## src/rtl/trig_sweep_pkg.sv

```systemverilog
// Shared constants, FSM encodings and record layouts for the cos/sin LUT sweep sequencer.
// Latency: n/a (types and constants only).
// Backpressure: n/a.
package trig_sweep_pkg;

  localparam int PHASE_W         = 12;  // theta wraps modulo 2^PHASE_W
  localparam int DATA_W          = 16;  // signed LUT real/imag width
  localparam int CNT_W           = 13;  // wide enough for a full 4096-point sweep
  localparam int LUT_LAT_DEF     = 2;   // clocks from lut_theta to lut_real/lut_imag
  localparam int FIFO_DEPTH_DEF  = 4;   // result FIFO entries

  // FSM encodings kept as plain 2-bit constants for legacy tool compatibility
  typedef logic [1:0] state_t;
  localparam state_t ST_IDLE  = 2'd0;
  localparam state_t ST_ISSUE = 2'd1;
  localparam state_t ST_DRAIN = 2'd2;
  localparam state_t ST_DONE  = 2'd3;

  // Sideband travelling alongside a theta through the LUT pipeline
  typedef struct packed {
    logic               vld;
    logic [PHASE_W-1:0] theta;
    logic [CNT_W-1:0]   idx;
    logic               last;
  } tag_t;

  // One captured LUT result as stored in the result FIFO
  typedef struct packed {
    logic [PHASE_W-1:0]       theta;
    logic signed [DATA_W-1:0] re;
    logic signed [DATA_W-1:0] im;
    logic [CNT_W-1:0]         idx;
    logic                     last;
  } res_t;

  // Phase accumulation; the carry out of the top bit is intentionally dropped
  function automatic logic [PHASE_W-1:0] theta_add(input logic [PHASE_W-1:0] a,
                                                   input logic [PHASE_W-1:0] b);
    return a + b;
  endfunction

endpackage

```

## src/rtl/trig_result_fifo.sv

```systemverilog
// Synchronous FIFO holding captured LUT results; head is presented combinationally.
// Latency: a push is visible at the head the cycle after it is written.
// Backpressure: none internally; the caller guarantees no push to a full FIFO unless popping.
//
// Ports:
//   i_clk, i_rst_n  clock, asynchronous active-low reset
//   i_flush         empties the FIFO on the next edge (wins over push/pop)
//   i_push/i_push_dat  write one entry
//   i_pop           remove head entry (ignored when empty)
//   o_head_dat      current head entry
//   o_empty         no entries stored
//   o_count         number of stored entries
module trig_result_fifo #(
  parameter  int DEPTH = 4,
  parameter  int W     = 8,
  localparam int AW    = $clog2(DEPTH)
) (
  input  logic          i_clk,
  input  logic          i_rst_n,
  input  logic          i_flush,
  input  logic          i_push,
  input  logic [W-1:0]  i_push_dat,
  input  logic          i_pop,
  output logic [W-1:0]  o_head_dat,
  output logic          o_empty,
  output logic [AW:0]   o_count
);

  logic [W-1:0]  r_mem [DEPTH];
  logic [AW-1:0] r_wr_ptr;
  logic [AW-1:0] r_rd_ptr;
  logic [AW:0]   r_count;

  logic w_full;
  logic w_wr_en;
  logic w_rd_en;

  assign w_full  = (r_count == (AW+1)'(DEPTH));
  assign o_empty = (r_count == '0);
  assign o_count = r_count;
  // A push at full is legal only when the head leaves in the same cycle
  assign w_wr_en = i_push && (!w_full || i_pop);
  assign w_rd_en = i_pop && !o_empty;
  assign o_head_dat = r_mem[r_rd_ptr];

  // Storage is reset so the head outputs read zero straight out of reset
  always_ff @(posedge i_clk or negedge i_rst_n) begin
    if (!i_rst_n) begin
      for (int i = 0; i < DEPTH; i++) r_mem[i] <= '0;
    end else if (w_wr_en && !i_flush) begin
      r_mem[r_wr_ptr] <= i_push_dat;
    end
  end

  always_ff @(posedge i_clk or negedge i_rst_n) begin
    if (!i_rst_n) begin
      r_wr_ptr <= '0;
      r_rd_ptr <= '0;
      r_count  <= '0;
    end else if (i_flush) begin
      r_wr_ptr <= '0;
      r_rd_ptr <= '0;
      r_count  <= '0;
    end else begin
      if (w_wr_en) r_wr_ptr <= r_wr_ptr + AW'(1);
      if (w_rd_en) r_rd_ptr <= r_rd_ptr + AW'(1);
      case ({w_wr_en, w_rd_en})
        2'b10:   r_count <= r_count + (AW+1)'(1);
        2'b01:   r_count <= r_count - (AW+1)'(1);
        default: r_count <= r_count;
      endcase
    end
  end

  // The upstream credit scheme must make overflow impossible
  a_no_overflow: assert property (@(posedge i_clk) disable iff (!i_rst_n)
    !(i_push && w_full && !i_pop && !i_flush));

endmodule

```

## src/rtl/trig_lut_sweep_ctrl.sv

```systemverilog
// Sweeps a programmed phase range through the cos/sin LUT and streams captured results out.
// Latency: start sampled in cycle 0 -> lut_theta in cycle 1 -> res_valid in cycle LUT_LAT+2.
// Backpressure: res_ready low fills the result FIFO; issue stalls once results owed reach FIFO_DEPTH.
//
// Ports:
//   i_clk, i_rst_n          clock, asynchronous active-low reset
//   i_start, i_abort        sweep request (IDLE only) / cancel with pipeline and FIFO flush
//   i_cfg_phase0/step/count sweep program, latched on an accepted start
//   o_busy, o_done          sweep in progress / one-cycle completion pulse
//   o_lut_theta             phase to the LUT core; i_lut_real/i_lut_imag return LUT_LAT clocks later
//   o_res_valid/i_res_ready result stream handshake
//   o_res_theta/real/imag/index/last  result fields (FIFO head)
module trig_lut_sweep_ctrl
  import trig_sweep_pkg::*;
#(
  parameter int LUT_LAT    = LUT_LAT_DEF,
  parameter int FIFO_DEPTH = FIFO_DEPTH_DEF
) (
  input  logic                      i_clk,
  input  logic                      i_rst_n,
  input  logic                      i_start,
  input  logic                      i_abort,
  input  logic [PHASE_W-1:0]        i_cfg_phase0,
  input  logic [PHASE_W-1:0]        i_cfg_step,
  input  logic [CNT_W-1:0]          i_cfg_count,
  output logic                      o_busy,
  output logic                      o_done,
  output logic [PHASE_W-1:0]        o_lut_theta,
  input  logic signed [DATA_W-1:0]  i_lut_real,
  input  logic signed [DATA_W-1:0]  i_lut_imag,
  output logic                      o_res_valid,
  input  logic                      i_res_ready,
  output logic [PHASE_W-1:0]        o_res_theta,
  output logic signed [DATA_W-1:0]  o_res_real,
  output logic signed [DATA_W-1:0]  o_res_imag,
  output logic [CNT_W-1:0]          o_res_index,
  output logic                      o_res_last
);

  localparam int FCW = $clog2(FIFO_DEPTH) + 1;
  localparam int CW  = $clog2(FIFO_DEPTH + LUT_LAT + 1) + 1;

  state_t             r_state;
  logic [PHASE_W-1:0] r_phase_acc;   // next theta to issue
  logic [PHASE_W-1:0] r_step;
  logic [CNT_W-1:0]   r_count;
  logic [CNT_W-1:0]   r_issue_idx;   // index of next sample to issue
  logic [PHASE_W-1:0] r_lut_theta;
  // Stage 0 sits beside r_lut_theta; stage LUT_LAT lines up with the LUT data
  tag_t               r_tag [0:LUT_LAT];

  logic               w_accept;
  logic               w_flush;
  logic               w_pop;
  logic               w_last_hs;
  logic               w_credit_ok;
  logic               w_issue_run;
  logic               w_push;
  tag_t               w_issue_tag;
  res_t               w_push_dat;
  res_t               w_head;
  logic               w_empty;
  logic [FCW-1:0]     w_fifo_cnt;
  logic [CW-1:0]      w_inflight;
  logic [CW-1:0]      w_owed;

  // abort beats start: a start with abort in the same cycle is dropped
  assign w_accept  = (r_state == ST_IDLE) && i_start && !i_abort;
  assign w_flush   = i_abort && ((r_state == ST_ISSUE) || (r_state == ST_DRAIN));
  assign w_pop     = o_res_valid && i_res_ready;
  assign w_last_hs = w_pop && w_head.last;

  always_comb begin
    w_inflight = '0;
    for (int i = 0; i <= LUT_LAT; i++) w_inflight = w_inflight + CW'(r_tag[i].vld);
  end

  // Results owed FIFO space: stored entries not leaving this cycle plus everything in the
  // LUT pipe. Counting this cycle's pop keeps one issue per clock with res_ready high.
  assign w_owed      = CW'(w_fifo_cnt) - CW'(w_pop) + w_inflight;
  assign w_credit_ok = (w_owed < CW'(FIFO_DEPTH));
  assign w_issue_run = (r_state == ST_ISSUE) && !i_abort && w_credit_ok;

  // The first sample goes out on the accepting edge, so lut_theta = phase0 in cycle 1
  always_comb begin
    w_issue_tag = '0;
    if (w_accept && (i_cfg_count != '0)) begin
      w_issue_tag.vld   = 1'b1;
      w_issue_tag.theta = i_cfg_phase0;
      w_issue_tag.idx   = '0;
      w_issue_tag.last  = (i_cfg_count == CNT_W'(1));
    end else if (w_issue_run) begin
      w_issue_tag.vld   = 1'b1;
      w_issue_tag.theta = r_phase_acc;
      w_issue_tag.idx   = r_issue_idx;
      w_issue_tag.last  = (r_issue_idx == (r_count - CNT_W'(1)));
    end
  end

  always_ff @(posedge i_clk or negedge i_rst_n) begin
    if (!i_rst_n) begin
      r_state     <= ST_IDLE;
      r_phase_acc <= '0;
      r_step      <= '0;
      r_count     <= '0;
      r_issue_idx <= '0;
      r_lut_theta <= '0;
    end else begin
      case (r_state)
        ST_IDLE: begin
          if (w_accept) begin
            r_step  <= i_cfg_step;
            r_count <= i_cfg_count;
            if (i_cfg_count == '0) begin
              r_state <= ST_DONE;
            end else begin
              r_lut_theta <= i_cfg_phase0;
              r_phase_acc <= theta_add(i_cfg_phase0, i_cfg_step);
              r_issue_idx <= CNT_W'(1);
              r_state     <= (i_cfg_count == CNT_W'(1)) ? ST_DRAIN : ST_ISSUE;
            end
          end
        end
        ST_ISSUE: begin
          if (i_abort) begin
            r_state     <= ST_IDLE;
            r_lut_theta <= '0;
          end else if (w_issue_run) begin
            r_lut_theta <= r_phase_acc;
            r_phase_acc <= theta_add(r_phase_acc, r_step);
            r_issue_idx <= r_issue_idx + CNT_W'(1);
            if (w_issue_tag.last) r_state <= ST_DRAIN;
          end
        end
        ST_DRAIN: begin
          if (i_abort) begin
            r_state     <= ST_IDLE;
            r_lut_theta <= '0;
          end else if (w_last_hs) begin
            r_state     <= ST_DONE;
            r_lut_theta <= '0;
          end
        end
        ST_DONE: begin
          r_state     <= ST_IDLE;
          r_lut_theta <= '0;
        end
        default: begin
          r_state     <= ST_IDLE;
          r_lut_theta <= '0;
        end
      endcase
    end
  end

  always_ff @(posedge i_clk or negedge i_rst_n) begin
    if (!i_rst_n) begin
      for (int i = 0; i <= LUT_LAT; i++) r_tag[i] <= '0;
    end else if (w_flush) begin
      for (int i = 0; i <= LUT_LAT; i++) r_tag[i] <= '0;
    end else begin
      r_tag[0] <= w_issue_tag;
      for (int i = 1; i <= LUT_LAT; i++) r_tag[i] <= r_tag[i-1];
    end
  end

  assign w_push           = r_tag[LUT_LAT].vld;
  assign w_push_dat.theta = r_tag[LUT_LAT].theta;
  assign w_push_dat.re    = i_lut_real;
  assign w_push_dat.im    = i_lut_imag;
  assign w_push_dat.idx   = r_tag[LUT_LAT].idx;
  assign w_push_dat.last  = r_tag[LUT_LAT].last;

  trig_result_fifo #(
    .DEPTH (FIFO_DEPTH),
    .W     ($bits(res_t))
  ) u_fifo (
    .i_clk      (i_clk),
    .i_rst_n    (i_rst_n),
    .i_flush    (w_flush),
    .i_push     (w_push),
    .i_push_dat (w_push_dat),
    .i_pop      (w_pop),
    .o_head_dat (w_head),
    .o_empty    (w_empty),
    .o_count    (w_fifo_cnt)
  );

  assign o_busy      = (r_state == ST_ISSUE) || (r_state == ST_DRAIN);
  assign o_done      = (r_state == ST_DONE);
  assign o_lut_theta = r_lut_theta;
  assign o_res_valid = !w_empty;
  assign o_res_theta = w_head.theta;
  assign o_res_real  = w_head.re;
  assign o_res_imag  = w_head.im;
  assign o_res_index = w_head.idx;
  assign o_res_last  = w_head.last;

endmodule

```

## config.mk

```make
export PLATFORM = sky130hd
export DESIGN_NAME = trig_lut_sweep_ctrl
export DESIGN_NICKNAME = d
export VERILOG_FILES = /design/src/rtl/trig_sweep_pkg.sv /design/src/rtl/trig_result_fifo.sv /design/src/rtl/trig_lut_sweep_ctrl.sv
export SDC_FILE = /design/constraint.sdc
export NUM_CORES = 1
export LEC_CHECK = 0
export ABC_AREA = 1
export BUFFER_PORTS_ARGS = -buffer_cell sky130_fd_sc_hd__buf_2
export CAP_MARGIN = 20
export CORE_ASPECT_RATIO = 1.1
export CORE_MARGIN = 8
export CORE_UTILIZATION = 53
export DETAILED_ROUTE_END_ITERATION = 10
export PLACE_DENSITY = 0.78
export SYNTH_ARGS = -nofsm -noshare
export SYNTH_HDL_FRONTEND = slang
export SYNTH_HIERARCHICAL = 1
export SYNTH_SLANG_ARGS = --single-unit
```

## constraint.sdc

```tcl
create_clock -name i_clk -period 4.5 [get_ports i_clk]
set_input_delay 0.9 -clock i_clk [delete_from_list [all_inputs] [get_ports i_clk]]
set_output_delay 0.9 -clock i_clk [all_outputs]
set_load 0.005 [all_outputs]
```

==> qor.yml <==
outcome:
  status: "finished, final reports clean"
drt:
  drt_first_pass_iters: 6
  vias_per_cell: 5.484
  avgRoutedWirePerCell_um: 15.89
  num_vias: 14846
  routed_wl_um: 43010
  final_antenna_net_count: 0
  drc: 0
  drt-initial-drc-count: 1445
pwr:
  power_mw: 13.55
  vdd_drop_max_mv: 0.3981
  leakage_nw: 9.830
  p_per_area_nw_per_um2: 671.8
timing:
  slew_viol_final: 0
  hold_viol_final: 0
  setup_viol: 0
  setup_tns_ns: 0
  fin_skew_ns: 0.01958
  relSlewSlack_pct: 39.68
  fmax_mhz: 280.9
  tightest_slew_ns: 0.9048
  rsz0062_at_grt: "false"
  min_period_ns: 3.560
  fin_crit_sh_pct: 79.11
clock_tree:
  numCtsBuffers: 40
  cts_root_buf: "clkbuf_16"
  ctsLongestPathBuffers: 3
  cts_setup_buffers: 0
  ctsResizeCount: 0
  cts_sinks: 384
  htreeDepth: 2
  path_clk_slew_ns: 0.06
  cts_tree: "yes"
  clk_latency_ns: 0.53
  hold_buffers: 0
yosys:
  syn_area_per_cell_um2: 8.403
  ys.flop_type: "dfrtp_1"
  synth_area_um2: 18010
  synthArstFlopShare_pct: 100.0
  synth_cell_type_count: 42
  synth.yosys.seq_area_share_pct: 53.36
  ys_top_cells_by_area: "dfrtp_1 (53%), nand2_1 (9.3%), o21ai_0 (8.6%)"
  yosys.area.top_type: "dfrtp_1"
  ys_ff_latch: 384
  synth_fp_nets: 2258
  netlist_instances: 2143
  yosys.area.top_type_share_pct: 53.36
  yosys_warnings: 6
  synth-edff-count: 0
worst_setup_path:
  worstPathCellList: "buf_4 > o21ai_0 > o22ai_1 > buf_2"
  critPathSlowestCell: "dfrtp_4"
  critPathCaptureType: "primary output"
  crit_path_start_kind: "register"
  setup.worst_path.class: "reg2out"
  crit_arrival_ns: 2.66
  crit_fanout: 63
  cp_slowest_stage_delay_ns: 0.80
  critical_path_required_ns: 3.60
global_route:
  track_usage_pct: 21.34
  met2_usage_pct: 35.86
  grt_overflow: 0
  antenna_found_initial: 0
  met1_usage_pct: 28.82
  first_global_vias: 14574
  grt_busiest_layer: "met2"
  grt_first_pass_wirelength_um: 71680
  use_met3_pct: 2.971
  grt_max_degree: 116
layout:
  finalNetCount: 2358
  multiInputGateArea_um2: 6914
  ff_latch_area_um2: 9613
  n_antenna_cell: 0
  final_core_util_pct: 59.58
  fillers: 2915
  drive_above_1_share_pct: 11.46
  area_delta_synth_final_pct: 11.99
run:
  drv_cap: 0
placement:
  port-buffer-count: 146
  gp_congestion: 0.9142
  dp_hpwl_um: 28150
floorplanning:
  die_height_um: 209.3
  fp.dieArea_um2: 40140
  die_width_um: 191.7
  start_util_pct: 53.20
  ioPinCount: 147
  num_rows: 71
  core_area_um2: 33850
min_path:
  min_path_type: "in2async"
==> per-stage QoR <==
step           instances  hold WS [ns]  setup slack [ns]  instance area (µm²)
4_1_cts             2706        0.4604            0.9149                20140
3_5_place_dp        2638        0.4604            0.8285                18910
3_3_place_gp        2638        0.4587            0.9543                18910
6_report            2707        0.4223            0.9399                20170
2_1_floorplan       2143        0.4478             1.571                18010
5_1_grt             2707        0.4881            0.6960                20170
==> placed cells by master, fill, tap and decap left out, types with 2 or more instances in the layout <==
master	instances
a21oi_1	39
a31oi_1	3
buf_12	4
buf_2	145
buf_4	20
clkbuf_1	10
clkbuf_16	40
clkbuf_8	6
clkinv_1	2
clkinv_2	6
clkinv_4	2
clkinvlp_4	2
dfrtp_1	383
fa_1	4
ha_1	37
inv_1	218
inv_2	6
nand2_1	444
nand2_4	6
nand3_1	78
nand3_2	2
nand4_1	12
nor2_1	225
nor2_2	4
nor3_1	22
nor4_1	5
o21ai_0	308
o21ai_1	130
o21bai_1	3
o22ai_1	58
o31ai_1	5
xnor2_1	8
xor2_1	12
==> area by class of cell <==
cell class / count / share of cell area, %
inverters: 228 / 4.262
repair buffers: 171 / 4.951
clock inverters: 12 / 0.5584
multi-input cells: 1418 / 34.28
well taps: 438 / 2.717
clock buffers: 56 / 5.559
flip-flops and latches: 384 / 47.67
==> kinds of logic after synthesis <==
| kind of cell | share of synthesized area (%) |
|---|---|
| compound gates | 16.12 |
| simple gates | 18.29 |
| fa+ha+maj | 3.016 |
| buf+inv | 8.241 |
| xor+xnor | 0.9728 |
| flops | 53.36 |
==> cells in the mapped netlist, types with 2 or more instances <==
cell and n:
a21oi_1 39, a31oi_1 3, buf_1 5, buf_2 23
buf_6 23, clkbuf_1 62, clkinv_1 2, dfrtp_1 384
fa_1 4, ha_1 37, inv_1 218, inv_2 7
nand2_1 444, nand2_4 6, nand3_1 78, nand3_2 2
nand4_1 12, nor2_1 225, nor2_2 4, nor3_1 22
nor4_1 5, o21ai_0 308, o21ai_1 130, o21bai_1 3
o22ai_1 58, o31ai_1 5, xnor2_1 8, xor2_1 12
==> layer usage <==
metal / up-vias / wire (µm) / share of wire [%]
met2: 507 / 20750 / 48
met1: 7094 / 18760 / 44
li1: 7182 / - / -
met3: 63 / 2734 / 6.4
met5: - / 0 / 0
met4: 0 / 760 / 1.8
==> worst max-delay path, delay by kind of cell (launching register included) <==
family | cells | cell delay (ns)
flip-flops | 1 | 0.80
AO/OA/AOI/OAI | 2 | 0.47
buffers and inverters | 2 | 0.79
==> worst paths after layout <==
path,cells after the start,startpoint,slack (ns),end
max in group asynchronous,2,i_rst_n,3.11,u_fifo/r_mem[137]$_DFFE_PN0P_
hold reg to reg,2,r_tag[59]$_DFF_PN0_,0.46,r_tag[32]$_DFF_PN0_
hold / removal,1,i_rst_n,0.42,u_fifo/r_mem[37]$_DFFE_PN0P_
setup / recovery,4,u_fifo/r_rd_ptr[0]$_DFFE_PN0P_,0.94,o_res_theta[7]
setup reg to reg,22,u_fifo/o_count[0]$_DFFE_PN0P_,1.02,r_issue_idx[5]$_DFFE_PN0P_
min in group i_clk,2,r_tag[59]$_DFF_PN0_,0.46,r_tag[32]$_DFF_PN0_
==> report_power, final <==
part	total (mW)	internal [mW]	switching, mW	leakage, nW
Clock	3.11	1.80	1.31	0.602
Combinational	5.12	1.90	3.23	4.22
Sequential	5.32	4.55	0.768	5.01
Total	13.5	8.24	5.31	9.83
==> registers in the layout, summed over array words and instances (netlist names) <==
register	count
r_count	13
u_fifo/r_mem	232
w_push	1
u_fifo/r_wr_ptr	2
r_issue_idx	13
r_phase_acc	12
r_step	12
r_state	2
u_fifo/r_rd_ptr	2
o_lut_theta	12
r_tag	80
u_fifo/o_count	3
Power figures use the tool's default switching activity.
